===== config.mk =====
export PLATFORM = sky130hd
export DESIGN_NAME = seq_multiplier
export DESIGN_NICKNAME = d
export VERILOG_FILES = /design/src/rtl/mul_pkg.sv /design/src/rtl/seq_mult_ctrl.sv /design/src/rtl/seq_multiplier.sv
export SDC_FILE = /design/constraint.sdc
export NUM_CORES = 1
export LEC_CHECK = 0
export CAP_MARGIN = 20
export CORE_MARGIN = 2
export CORE_UTILIZATION = 45
export CTS_CLUSTER_DIAMETER = 40
export DETAILED_ROUTE_END_ITERATION = 16
export PLACE_DENSITY = 0.67
export REMOVE_ABC_BUFFERS = 1
export SYNTH_ARGS = -nofsm -noshare
export SYNTH_HDL_FRONTEND = slang
export SYNTH_HIERARCHICAL = 1
export SYNTH_SLANG_ARGS = --single-unit

===== constraint.sdc =====
create_clock -name Clk -period 3.2 [get_ports Clk]
set_input_delay 0.32 -clock Clk [delete_from_list [all_inputs] [get_ports Clk]]
set_output_delay 0.32 -clock Clk [all_outputs]
set_load 0.05 [all_outputs]

===== src/rtl/mul_pkg.sv =====
// rtl/mul_pkg.sv - shared state type and timing helper for the sequential multiplier
package mul_pkg;

  typedef enum logic [1:0] {
    IDLE = 2'd0,
    RUN  = 2'd1,
    FIX  = 2'd2
  } mul_state_t;

  // Edges from one accepted start to the next when St is held high.
  function automatic int mul_latency(input int width);
    return width + 2;
  endfunction

endpackage


===== src/rtl/seq_mult_ctrl.sv =====
// rtl/seq_mult_ctrl.sv - sequencing FSM and iteration counter for the shift-add multiplier
module seq_mult_ctrl
  import mul_pkg::*;
#(
  parameter int WIDTH = 16
) (
  input  logic clk,
  input  logic resetn,
  input  logic st,
  output logic load,
  output logic shift,
  output logic fix,
  output logic busy,
  output logic done
);

  localparam int CNT_W = $clog2(WIDTH + 1);
  localparam logic [CNT_W-1:0] LAST = CNT_W'(WIDTH - 1);

  mul_state_t       state;
  logic [CNT_W-1:0] cnt;

  assign load  = (state == IDLE) && st;
  assign shift = (state == RUN);
  assign fix   = (state == FIX);

  // The final RUN edge is the one that sees cnt == WIDTH-1, giving exactly WIDTH shift edges.
  always_ff @(posedge clk) begin
    if (!resetn) begin
      state <= IDLE;
      cnt   <= '0;
      busy  <= 1'b0;
      done  <= 1'b0;
    end else begin
      done <= 1'b0;
      unique case (state)
        IDLE: begin
          if (st) begin
            state <= RUN;
            cnt   <= '0;
            busy  <= 1'b1;
          end
        end
        RUN: begin
          cnt <= cnt + CNT_W'(1);
          if (cnt == LAST) begin
            state <= FIX;
          end
        end
        FIX: begin
          state <= IDLE;
          busy  <= 1'b0;
          done  <= 1'b1;
        end
        default: begin
          state <= IDLE;
          busy  <= 1'b0;
        end
      endcase
    end
  end

endmodule


===== src/rtl/seq_multiplier.sv =====
// rtl/seq_multiplier.sv - parametrised signed/unsigned shift-add multiplier with held result register
module seq_multiplier
  import mul_pkg::*;
#(
  parameter int WIDTH = 16
) (
  input  logic               Clk,
  input  logic               Reset,
  input  logic               St,
  input  logic               Signed,
  input  logic [WIDTH-1:0]   Multiplicando,
  input  logic [WIDTH-1:0]   Multiplicador,
  output logic [2*WIDTH-1:0] Produto,
  output logic               Busy,
  output logic               Done
);

  logic               load;
  logic               shift;
  logic               fix;
  logic [WIDTH-1:0]   mag_a;
  logic [WIDTH-1:0]   mag_b;
  logic               start_neg;
  logic [WIDTH-1:0]   mcand;
  logic [2*WIDTH-1:0] acc;
  logic               neg;
  logic [WIDTH:0]     sum;

  // The most negative value maps to 2^(WIDTH-1), which still fits as an unsigned magnitude.
  function automatic logic [WIDTH-1:0] magnitude(input logic [WIDTH-1:0] x, input logic sgn);
    return (sgn && x[WIDTH-1]) ? -x : x;
  endfunction

  assign mag_a     = magnitude(Multiplicando, Signed);
  assign mag_b     = magnitude(Multiplicador, Signed);
  assign start_neg = Signed & (Multiplicando[WIDTH-1] ^ Multiplicador[WIDTH-1]);
  assign sum       = {1'b0, acc[2*WIDTH-1:WIDTH]} + (acc[0] ? {1'b0, mcand} : '0);

  seq_mult_ctrl #(
    .WIDTH(WIDTH)
  ) u_ctrl (
    .clk   (Clk),
    .resetn(Reset),
    .st    (St),
    .load  (load),
    .shift (shift),
    .fix   (fix),
    .busy  (Busy),
    .done  (Done)
  );

  always_ff @(posedge Clk) begin
    if (!Reset) begin
      acc     <= '0;
      mcand   <= '0;
      neg     <= 1'b0;
      Produto <= '0;
    end else begin
      if (load) begin
        acc   <= {{WIDTH{1'b0}}, mag_b};
        mcand <= mag_a;
        neg   <= start_neg;
      end else if (shift) begin
        acc <= {sum, acc[WIDTH-1:1]};
      end
      if (fix) begin
        Produto <= neg ? -acc : acc;
      end
    end
  end

endmodule


==> results.md <==
* Status: complete, no violations
* Clock Latency Late Sink at 350 ps
* Die Ht at 115 microns
* CP Data Arrival Time at 3020 ps
* Hold_sp: mcand[13]
* FFs w/ async S/R, synth at 0%
* Top Family by Delay on Critical Path: compound AO/OA/AOI/OAI gates
* Antenna violations before repair at 0
* Max Cap Viol at 0
* Mux contribution to synthesized area at 4.59%
* CP max stage delay at 460 ps
* H-tree depth at 3
* Power per Cell Area at 397 nW/um^2
* Clock transition at path regs at 60 ps
* Root buffer cell: clkbuf_16
* Antenna Violating Nets Remaining at 0
* Netlist Area Pre-Place at 5590 sq um
* Vias per cell at 5.55
* Die area at 13300 sq um
* Most used cell, CP: a21oi_1
* Final HPWL DP at 10100 microns
* Global-route wire length before repair at 21900 microns
* Post-synth EDFFs at 0
* Peak supply drop at 0.000207 V
* Fmax at 360 MHz
* Compound-Gate Fraction of Synth Area at 23.2%
* CTS buffer count at 9
* Fin nets at 783
* Crit-path cells: and2_1, ha_1, fa_1, a21oi_1, o21ai_0, a211oi_1, a21oi_1, mux2i_1, a311o_1
* R2R Path Start: acc[0]
* Yosys warns at 6
* CP startpoint kind: register
* Crit path buf inv count at 0
* Total track usage at 20.6%
* Yosys cell types at 56
* Setup CP Type: reg2reg
* Synth-to-layout area growth at 19.2%
* Worst min-delay path category: reg2reg
* CTS Buffer Depth at 2
* Clock sink total at 90
* Crit path max fanout at 21
* Post-synthesis sequential area ratio at 32.2%
* WP depth at 9
* Hold-fix buffers at CTS at 0
* Rows at 40
* Required time of the critical path at 3440 ps
* Rel. slew slack at 37.8%
* Cts repair resizes at 0
* Port bufs at 69
* Drt initial violations at 334
* Via Count at 4986
* Mapped Avg Cell Area at 8.25 sq um
* Simple-gate share of the synthesized area at 20.8%
* Setup tns final at 0 ps
* Worst Tran Pin Value at 931 ps
* Final wirelength at 13500 microns
* Critical path startpoint: acc[0]
* Synth Instances at 678
* Largest net degree at the start of global routing at 66
* Worst R2R Setup Slack at 420 ps
* Slowest-stage cell, CP: dfxtp_1
* Top-Level Pins at 70
* Total global routing overflow at 0
* Crit path time final at 2780 ps
* XOR/XNOR Fraction of Synth Area at 9.71%
* FF-to-FF path depth at 9
* Util after Layout at 55.3%
* Max-slew violations at 0
* Clk_skew at 5.63 ps
* Hold Path Stages at 2
* RSZ-0062 raised after global routing: false
* Yosys reg bits at 90
* Fin. Hold Viols at 0
* Post-CTS Setup Bufs at 0
* Part of the cycle the worst path needs at 86.8%
* Critical path capture point type: register
* Initial Utilization at 46.4%
* Residual DRC at 0
* Post-synth top flop: dfxtp_1
* Layout cell share with drive strength beyond 1 at 5.62%
* Core area at 12100 sq um
* Number of inserted diodes at 0
* Routed len/inst at 15.0 microns
* Synth Area in Adders at 5.06%
* CTS tree: yes
* Routability Congestion at 0.941
* Vias in the first global route at 4465
* Largest family of logic cells by synthesized area: compound AO/OA/AOI/OAI gates
* Final setup violation count at 0
* Leakage at 2.73 nW
* Die outline width at 115 microns
* First-pass iteration count of the detailed router at 5
==> layout by cell type, fill, tap and decap left out, drive strengths merged, types with 4 or more instances in the layout <==
master / count
mux2: 5
nor2b: 13
a211oi: 5
or3: 17
o21ai: 42
o41ai: 12
a31oi: 9
dfxtp: 90
and2: 20
ha: 21
or4: 7
xor2: 37
clkbuf: 11
nand3b: 6
buf: 8
and3: 5
o211ai: 4
nor2: 38
nand2: 70
nor3: 12
clkdlybuf4s50: 68
mux2i: 20
o211a: 34
nand2b: 7
xnor2: 25
o31ai: 9
a21oi: 46
o22ai: 6
nand3: 19
inv: 24
or2: 4
o21bai: 4
==> state kept, by name, summed over array words and instances, names as in the netlist <==
register,cells
u_ctrl/cnt,5
Produto,32
acc,32
neg,1
u_ctrl/done,1
u_ctrl/busy,1
mcand,16
u_ctrl/state,2
==> cells by family after synthesis <==
group / Yosys count
muxes: 25
buffers and inverters: 64
DFF: 90
and+or+nand+nor: 228
adders and majority gates: 22
xor gates and xnor gates: 62
AOI/OAI and AO/OA: 187
==> per-layer routing <==
layer	vias up	global-route usage, %	wire (microns)
met5	-	0	0
met4	0	7.31	216
met3	18	3.03	547
met2	114	32.0	6140
met1	2327	29.0	6570
li1	2527	-	-
==> report_power, final <==
group / total [mW] / switching (mW) / internal (mW)
clock network: 0.992 / 0.448 / 0.544
logic: 0.446 / 0.250 / 0.195
registers: 1.21 / 0.0492 / 1.16
==> final cells by class <==
class	instances	area, sq um
flip-flops and latches	90	1800
inverters	24	90.1
clock inverters	5	30.0
clock buffers	11	243
well taps	168	210
fillers	1136	5390
multi-input cells	524	3540
repair buffers	76	751
==> synth_stat cells (all sizes together) (12+ instances only) <==
master | number | area [sq um]
nand3 | 19 | 95.1
and2 | 20 | 125
mux2i | 20 | 200
nor2b | 13 | 81.3
o21ai | 42 | 210
ha | 21 | 263
nor2 | 38 | 143
or3 | 17 | 111
xnor2 | 25 | 219
inv | 24 | 90.1
o211a | 34 | 340
clkbuf | 33 | 124
nand2 | 70 | 263
a21oi | 46 | 230
nor3 | 12 | 65.1
dfxtp | 90 | 1800
xor2 | 37 | 324
o41ai | 12 | 120
==> path summary, 6_finish.rpt <==
| kind | end |
|---|---|
| max | acc[29] |
| min | mcand[13] |
| max reg2reg | acc[29] |
| min reg2reg | mcand[13] |
==> through the flow <==
stage                     cell area (sq um)  power (mW)  worst slack, ps  std cells  hold slack (ps)
after global routing                   6670        2.77              148        898              489
final                                  6670        2.65              421        898              448
after floorplan                        5440        1.51              487        638              417
after CTS                              6670        2.66              414        898              454
after detailed placement               6400        1.68              422        882              440
after global placement                 6400        1.67              543        882              439
==> tightest hold or removal path, stage by stage, from the launching register on <==
cell and delay, ps:
dfxtp_1 320, nand2_1 40, o21ai_0 50
No activity file was read; power rests on OpenSTA's default activity.
